--- config.mk ---
export PLATFORM = sky130hd
export DESIGN_NAME = reg_status_file
export DESIGN_NICKNAME = d
export VERILOG_FILES = /design/src/rtl/rf_pkg.sv /design/src/rtl/rf_operand_lookup.sv /design/src/rtl/reg_status_file.sv
export SDC_FILE = /design/constraint.sdc
export NUM_CORES = 2
export LEC_CHECK = 0
export CAP_MARGIN = 10
export CORE_MARGIN = 2
export CORE_UTILIZATION = 27
export CTS_CLUSTER_DIAMETER = 80
export DETAILED_ROUTE_END_ITERATION = 10
export GPL_TIMING_DRIVEN = 0
export PLACE_DENSITY = 0.37
export SLEW_MARGIN = 20
export SYNTH_ARGS = -nofsm -noshare
export SYNTH_HDL_FRONTEND = slang
export SYNTH_HIERARCHICAL = 1
export SYNTH_SLANG_ARGS = --single-unit
--- constraint.sdc ---
create_clock -name clk_in -period 20.2 [get_ports clk_in]
set_clock_uncertainty 0.2 [all_clocks]
set_input_delay 4.04 -clock clk_in [delete_from_list [all_inputs] [get_ports clk_in]]
set_output_delay 4.04 -clock clk_in [all_outputs]
set_load 0.05 [all_outputs]
--- src/rtl/rf_pkg.sv ---
// Shared types, default sizing and commit-port unpack helpers for the rename/status register file.
package rf_pkg;

  localparam int unsigned RF_REG_WIDTH    = 5;
  localparam int unsigned RF_ROB_WIDTH    = 4;
  localparam int unsigned RF_XLEN         = 32;
  localparam int unsigned RF_COMMIT_PORTS = 2;

  typedef logic [RF_ROB_WIDTH:0]   tag_t;
  typedef logic [RF_REG_WIDTH-1:0] reg_idx_t;

  // Where an operand read takes its Q/V from.
  typedef enum logic [1:0] {
    SRC_NONE,
    SRC_BYPASS,
    SRC_PENDING,
    SRC_REGFILE
  } opnd_src_e;

  // Tag value meaning "no dependency": the single bit above the ROB index range.
  function automatic int unsigned non_dep(input int unsigned rob_w);
    return 32'd1 << rob_w;
  endfunction

  localparam tag_t NON_DEP = tag_t'(non_dep(RF_ROB_WIDTH));

  // LSB of port p inside a packed commit bus with per-port width w.
  function automatic int unsigned port_lsb(input int unsigned p, input int unsigned w);
    return p * w;
  endfunction

endpackage

--- src/rtl/rf_operand_lookup.sv ---
// One source operand's Q/V selection: x0/unused, same-cycle commit bypass, pending tag or regfile value.
module rf_operand_lookup
  import rf_pkg::*;
#(
  parameter int unsigned ROB_WIDTH    = RF_ROB_WIDTH,
  parameter int unsigned XLEN         = RF_XLEN,
  parameter int unsigned COMMIT_PORTS = RF_COMMIT_PORTS
) (
  input  logic                            i_src_vld,
  input  logic                            i_src_is_x0,
  input  logic                            i_flush,
  input  logic                            i_busy,
  input  logic [ROB_WIDTH:0]              i_tag,
  input  logic [XLEN-1:0]                 i_reg_val,
  input  logic [COMMIT_PORTS-1:0]         i_commit_en,
  input  logic [COMMIT_PORTS*ROB_WIDTH-1:0] i_commit_index,
  input  logic [COMMIT_PORTS*XLEN-1:0]    i_commit_value,
  output logic [ROB_WIDTH:0]              o_q,
  output logic [XLEN-1:0]                 o_v
);

  localparam logic [ROB_WIDTH:0] NON_DEP_TAG = (ROB_WIDTH+1)'(non_dep(ROB_WIDTH));

  logic            w_hit;
  logic [XLEN-1:0] w_hit_val;
  opnd_src_e       w_src;

  always_comb begin
    w_hit     = 1'b0;
    w_hit_val = '0;
    for (int unsigned p = 0; p < COMMIT_PORTS; p++) begin
      if (i_commit_en[p] &&
          i_tag == {1'b0, i_commit_index[port_lsb(p, ROB_WIDTH) +: ROB_WIDTH]}) begin
        w_hit     = 1'b1;
        w_hit_val = i_commit_value[port_lsb(p, XLEN) +: XLEN];
      end
    end
  end

  always_comb begin
    if (!i_src_vld || i_src_is_x0) w_src = SRC_NONE;
    else if (i_busy && w_hit)      w_src = SRC_BYPASS;
    else if (i_busy)               w_src = SRC_PENDING;
    else                           w_src = SRC_REGFILE;
  end

  always_comb begin
    o_q = NON_DEP_TAG;
    o_v = '0;
    case (w_src)
      SRC_BYPASS:  o_v = w_hit_val;
      SRC_PENDING: o_q = i_tag;
      SRC_REGFILE: o_v = i_reg_val;
      default:     ;
    endcase
    // The dispatch is discarded during recovery, so no tag may escape.
    if (i_flush) o_q = NON_DEP_TAG;
  end

endmodule

--- src/rtl/reg_status_file.sv ---
// Architectural register file with per-register busy/ROB-tag rename state, multi-port commit and flush.
module reg_status_file
  import rf_pkg::*;
#(
  parameter int unsigned REG_WIDTH    = RF_REG_WIDTH,
  parameter int unsigned ROB_WIDTH    = RF_ROB_WIDTH,
  parameter int unsigned XLEN         = RF_XLEN,
  parameter int unsigned COMMIT_PORTS = RF_COMMIT_PORTS
) (
  input  logic                              clk_in,
  input  logic                              rst_in,
  input  logic                              rdy_in,
  input  logic                              DP2RF_en,
  input  logic [REG_WIDTH-1:0]              DP2RF_rs1,
  input  logic [REG_WIDTH-1:0]              DP2RF_rs2,
  input  logic                              DP2RF_rs1_vld,
  input  logic                              DP2RF_rs2_vld,
  input  logic [REG_WIDTH-1:0]              DP2RF_rd,
  input  logic                              DP2RF_rd_vld,
  input  logic [ROB_WIDTH-1:0]              DP2RF_ROB_index,
  output logic [ROB_WIDTH:0]                RF2DP_Qj,
  output logic [ROB_WIDTH:0]                RF2DP_Qk,
  output logic [XLEN-1:0]                   RF2DP_Vj,
  output logic [XLEN-1:0]                   RF2DP_Vk,
  input  logic                              ROB2RF_flush,
  input  logic [COMMIT_PORTS-1:0]           ROB2RF_commit_en,
  input  logic [COMMIT_PORTS*REG_WIDTH-1:0] ROB2RF_commit_rd,
  input  logic [COMMIT_PORTS*ROB_WIDTH-1:0] ROB2RF_commit_index,
  input  logic [COMMIT_PORTS*XLEN-1:0]      ROB2RF_commit_value,
  output logic [REG_WIDTH:0]                RF2DP_busy_cnt
);

  localparam int unsigned        NREG        = 1 << REG_WIDTH;
  localparam logic [ROB_WIDTH:0] NON_DEP_TAG = (ROB_WIDTH+1)'(non_dep(ROB_WIDTH));

  logic [XLEN-1:0]      r_regs [NREG];
  logic [NREG-1:0]      r_busy;
  logic [ROB_WIDTH:0]   r_tag  [NREG];
  logic [REG_WIDTH:0]   r_busy_cnt;

  logic [REG_WIDTH-1:0] w_crd  [COMMIT_PORTS];
  logic [ROB_WIDTH-1:0] w_cidx [COMMIT_PORTS];
  logic [XLEN-1:0]      w_cval [COMMIT_PORTS];
  logic [COMMIT_PORTS-1:0] w_cwr;

  logic [NREG-1:0]      w_busy_nxt;
  logic [ROB_WIDTH:0]   w_tag_nxt [NREG];
  logic [REG_WIDTH:0]   w_busy_cnt_nxt;
  logic                 w_rename;

  always_comb begin
    for (int unsigned p = 0; p < COMMIT_PORTS; p++) begin
      w_crd[p]  = ROB2RF_commit_rd[port_lsb(p, REG_WIDTH) +: REG_WIDTH];
      w_cidx[p] = ROB2RF_commit_index[port_lsb(p, ROB_WIDTH) +: ROB_WIDTH];
      w_cval[p] = ROB2RF_commit_value[port_lsb(p, XLEN) +: XLEN];
      w_cwr[p]  = ROB2RF_commit_en[p] && (w_crd[p] != '0);
    end
  end

  assign w_rename = DP2RF_en && DP2RF_rd_vld && (DP2RF_rd != '0) && !ROB2RF_flush;

  // Each commit evaluates against pre-edge state; later (younger) ports overwrite earlier results,
  // then rename overrides any clear, then flush overrides everything.
  always_comb begin
    w_busy_nxt = r_busy;
    for (int unsigned i = 0; i < NREG; i++) w_tag_nxt[i] = r_tag[i];
    for (int unsigned p = 0; p < COMMIT_PORTS; p++) begin
      if (w_cwr[p])
        w_busy_nxt[w_crd[p]] = r_busy[w_crd[p]] && (r_tag[w_crd[p]] != {1'b0, w_cidx[p]});
    end
    if (w_rename) begin
      w_busy_nxt[DP2RF_rd] = 1'b1;
      w_tag_nxt[DP2RF_rd]  = {1'b0, DP2RF_ROB_index};
    end
    if (ROB2RF_flush) begin
      w_busy_nxt = '0;
      for (int unsigned i = 0; i < NREG; i++) w_tag_nxt[i] = NON_DEP_TAG;
    end
    w_busy_nxt[0] = 1'b0;
  end

  always_comb begin
    w_busy_cnt_nxt = '0;
    for (int unsigned i = 0; i < NREG; i++)
      w_busy_cnt_nxt = w_busy_cnt_nxt + (REG_WIDTH+1)'(w_busy_nxt[i]);
  end

  always_ff @(posedge clk_in) begin
    if (rst_in) begin
      for (int unsigned i = 0; i < NREG; i++) begin
        r_regs[i] <= '0;
        r_tag[i]  <= NON_DEP_TAG;
      end
      r_busy     <= '0;
      r_busy_cnt <= '0;
    end else if (rdy_in) begin
      for (int unsigned p = 0; p < COMMIT_PORTS; p++) begin
        if (w_cwr[p]) r_regs[w_crd[p]] <= w_cval[p];
      end
      for (int unsigned i = 0; i < NREG; i++) r_tag[i] <= w_tag_nxt[i];
      r_busy     <= w_busy_nxt;
      r_busy_cnt <= w_busy_cnt_nxt;
    end
  end

  assign RF2DP_busy_cnt = r_busy_cnt;

  rf_operand_lookup #(
    .ROB_WIDTH    (ROB_WIDTH),
    .XLEN         (XLEN),
    .COMMIT_PORTS (COMMIT_PORTS)
  ) u_lookup_rs1 (
    .i_src_vld      (DP2RF_rs1_vld),
    .i_src_is_x0    (DP2RF_rs1 == '0),
    .i_flush        (ROB2RF_flush),
    .i_busy         (r_busy[DP2RF_rs1]),
    .i_tag          (r_tag[DP2RF_rs1]),
    .i_reg_val      (r_regs[DP2RF_rs1]),
    .i_commit_en    (ROB2RF_commit_en),
    .i_commit_index (ROB2RF_commit_index),
    .i_commit_value (ROB2RF_commit_value),
    .o_q            (RF2DP_Qj),
    .o_v            (RF2DP_Vj)
  );

  rf_operand_lookup #(
    .ROB_WIDTH    (ROB_WIDTH),
    .XLEN         (XLEN),
    .COMMIT_PORTS (COMMIT_PORTS)
  ) u_lookup_rs2 (
    .i_src_vld      (DP2RF_rs2_vld),
    .i_src_is_x0    (DP2RF_rs2 == '0),
    .i_flush        (ROB2RF_flush),
    .i_busy         (r_busy[DP2RF_rs2]),
    .i_tag          (r_tag[DP2RF_rs2]),
    .i_reg_val      (r_regs[DP2RF_rs2]),
    .i_commit_en    (ROB2RF_commit_en),
    .i_commit_index (ROB2RF_commit_index),
    .i_commit_value (ROB2RF_commit_value),
    .o_q            (RF2DP_Qk),
    .o_v            (RF2DP_Vk)
  );

endmodule
==> impl_metrics.json <==
{
  "setup.worst_path.end": "RF2DP_Vk[30]",
  "ys_ff_latch": 1221,
  "grt_pass1_wl_um": 596000,
  "grt_antenna_before_repair": 29,
  "synth_area_leaders": "edfxtp_1, mux4_2, a22o_1",
  "rsz0062_at_grt": "no",
  "tns_ns": 0,
  "synth_edf_count": 1184,
  "hp-class": "reg2reg",
  "routed_wl_um": 461000,
  "path_class": "in2out",
  "drt-initial-drc-count": 9116,
  "dp_cells": 9404,
  "die_w_um": 536,
  "crit_chain": "clkbuf_1, clkbuf_1, buf_2, mux4_2, mux4_2, mux2_2, xnor2_1, nand4_1, nor3_2, buf_4, clkbuf_1, a221o_1, clkdlybuf4s50_1",
  "rr_endpoint": "RF2DP_busy_cnt[4]",
  "worst_pin_slew_ns": 1.40,
  "initial_core_util_pct": 27.1,
  "route.detailed.drc": 0,
  "clockBufferDepth": 4,
  "wire_per_inst_um": 47.5,
  "globalplace.congestion": 0.990,
  "cts_tree": "done",
  "hold_violations": 0,
  "critPathLaunch": "DP2RF_rs2[0]",
  "fillers": 27900,
  "dp_hpwl_um": 340000,
  "fin_cells": 9712,
  "clk-insertion-delay-late_ns": 0.91,
  "fmax_mhz": 62.7,
  "finalSetupViolations": 0,
  "htreeDepth": 4,
  "async_flop_share_pct": 0,
  "cpMaxStageDelayCell": "clkbuf_1",
  "finalCritPeriodShare_pct": 78.9,
  "drive_above_1_share_pct": 25.9,
  "gr-total-overflow": 0,
  "max_cap_violations": 0,
  "top_level_ports": 191,
  "die_area_um2": 287000,
  "critical-path-max-stage-delay_ns": 0.94,
  "synthToLayoutAreaGrowth_pct": 19.2,
  "path_max_fanout": 10,
  "synth.avg_cell_area_um2": 14.3,
  "power_density_nw_per_um2": 79.5,
  "crit_arrival_ns": 11.70,
  "startpoint_type": "input port",
  "drt-vias-per-instance": 6.40,
  "hold_slack_ns": 0.282,
  "slew_headroom_pct": 6.04,
  "grt_pass1_vias": 60400,
  "dr.pass1.iters": 7,
  "r2r_slack_ns": 10.94,
  "synthFlopType": "edfxtp_1",
  "root_buffer": "clkbuf_16",
  "grt_start_max_net_pins": 33,
  "dieHeight_um": 536,
  "yosys_warnings": 6,
  "cts.sinks": 1221,
  "clkTransAtPathRegs_ns": 0.05,
  "cp_common_cell": "clkbuf_1",
  "period_needed_ns": 15.94,
  "yosysTopAreaCellShare_pct": 46.6,
  "io_buffers": 176,
  "vias": 62100,
  "cts_resized": 0,
  "ys_types": 77,
  "leakagePower_nw": 29.7,
  "endpoint_kind": "primary output",
  "required_ns": 15.96,
  "synth_top_area_cell": "edfxtp_1",
  "slew_violations": 0,
  "cts_hold_buf": 0,
  "std_cell_rows": 195,
  "syn_inst": 5332,
  "reg2reg_depth": 24,
  "core_um2": 282000,
  "outcome": "complete, no violations",
  "numCtsBuffers": 166,
  "syn_area_um2": 76300,
  "ir_worst_vdd_mv": 0.0562,
  "track_usage_pct": 31.4,
  "reg2reg_from": "r_tag[21][0]",
  "yosysSeqAreaShare_pct": 47.5,
  "post_cts_buffers": 0,
  "ant_nets": 0,
  "nNetsFinal": 5970
}
## cell usage in the layout, fill, tap and decap left out, drive strengths merged, types with 32 or more instances in the layout
| cell type | count |
|---|---|
| mux2i | 205 |
| conb | 32 |
| o21ai | 63 |
| nand2 | 234 |
| clkdlybuf4s50 | 176 |
| clkinv | 65 |
| buf | 237 |
| mux4 | 785 |
| nor2 | 211 |
| clkbuf | 827 |
| inv | 42 |
| a21oi | 94 |
| a22o | 992 |
| mux2 | 79 |
| edfxtp | 1184 |
| or3 | 45 |
| a221o | 66 |
| and2 | 83 |
| o22ai | 47 |
| nand3 | 71 |
| dfxtp | 37 |
| nor3 | 51 |
## synthesized netlist by cell type, types with 6 or more instances
cell and number:
or4_1 7, nor3b_1 20, and2_1 83, or3_1 45, dfxtp_1 37, o221ai_1 10, nor2b_1 12, a31oi_1 13
inv_1 32, buf_1 71, fa_1 23, nand4_1 10, a22o_1 992, or3b_2 8, o211ai_1 6, o31ai_1 29
a221o_1 66, nand2b_1 17, mux2i_1 205, nand3_1 71, xor2_1 6, o31a_1 6, clkbuf_1 620, xnor2_1 17
nand2_1 234, mux4_2 785, nor2_1 210, mux2_2 79, a32oi_1 6, o22ai_1 47, buf_2 28, nor3_1 50
o21ai_0 61, buf_6 11, nor4_1 8, a211oi_1 10, nand3b_1 19, ha_1 7, nor4b_1 8, edfxtp_1 1184
a21oi_1 94
## worst min path at each step
stage / end / startpoint / cells after the start
after floorplan: r_busy[26] / r_busy[26] / 2
after global placement: RF2DP_busy_cnt[2] / RF2DP_busy_cnt[2] / 2
after detailed placement: RF2DP_busy_cnt[0] / RF2DP_busy_cnt[0] / 2
after CTS: RF2DP_busy_cnt[0] / RF2DP_busy_cnt[0] / 2
after global routing: RF2DP_busy_cnt[0] / RF2DP_busy_cnt[0] / 2
final: RF2DP_busy_cnt[5] / RF2DP_busy_cnt[5] / 2
## worst max-delay path, delay by kind of cell
kind                      cells  cell delay [ns]
AOI/OAI and AO/OA             1             0.32
xor gates and xnor gates      1             0.20
buffers and inverters         6             4.59
muxes                         3             1.55
and+or+nand+nor               2             0.93
## flip-flops by register name, summed over array words and instances, names as in the netlist
name,flops
r_busy,31
r_tag,160
r_regs,1024
RF2DP_busy_cnt,6
## metrics by stage
step           setup WS, ns  total power, mW  util (%)  instance area [um2]
6_report               4.26             7.24      32.3                91000
5_1_grt                4.40             7.37      32.3                90900
3_5_place_dp           4.49             4.35      30.5                85900
2_1_floorplan          7.33             3.72         -                76500
3_3_place_gp           1.91             4.30      29.4                82900
4_1_cts                4.46             7.23      32.3                90900
## power by group
group	internal [mW]	switching, mW
clock network	1.63	1.27
registers	2.92	0.103
logic	0.494	0.816
## layout make-up
class | instances | area (um2) | share of cell area (%)
tap | 3743 | 4680 | 5.15
timing repair buffer | 298 | 4180 | 4.60
clock buffer | 204 | 4360 | 4.79
sequential | 1221 | 36300 | 39.9
multi-input combinational | 3371 | 37400 | 41.1
buffer | 738 | 3200 | 3.51
clock inverter | 87 | 674 | 0.741
antenna | 17 | 42.5 | 0.0468
inverter | 33 | 124 | 0.136
## cells by family (layout without fill, tap and decap cells)
group / count (synthesis) / after routing / synth area share, %
multiplexers: 1069 / 1069 / 27.0
adder cells (fa/ha/maj): 30 / 30 / 0.718
other: 1 / 49 / 0.00491
AND/OR/NAND/NOR: 823 / 823 / 5.29
XOR/XNOR: 25 / 25 / 0.307
AO/OA/AOI/OAI: 1392 / 1392 / 15.1
buffers and inverters: 771 / 1360 / 4.01
flip-flops: 1221 / 1221 / 47.5
## layer usage
metal	wire length, um	up-vias	track usage, %
met3	44100	900	8.83
li1	-	23400	-
met4	23700	4	13.7
met5	41	-	0
met2	206000	4050	48.6
met1	187000	33800	41.0
Power figures use the tool's default switching activity.
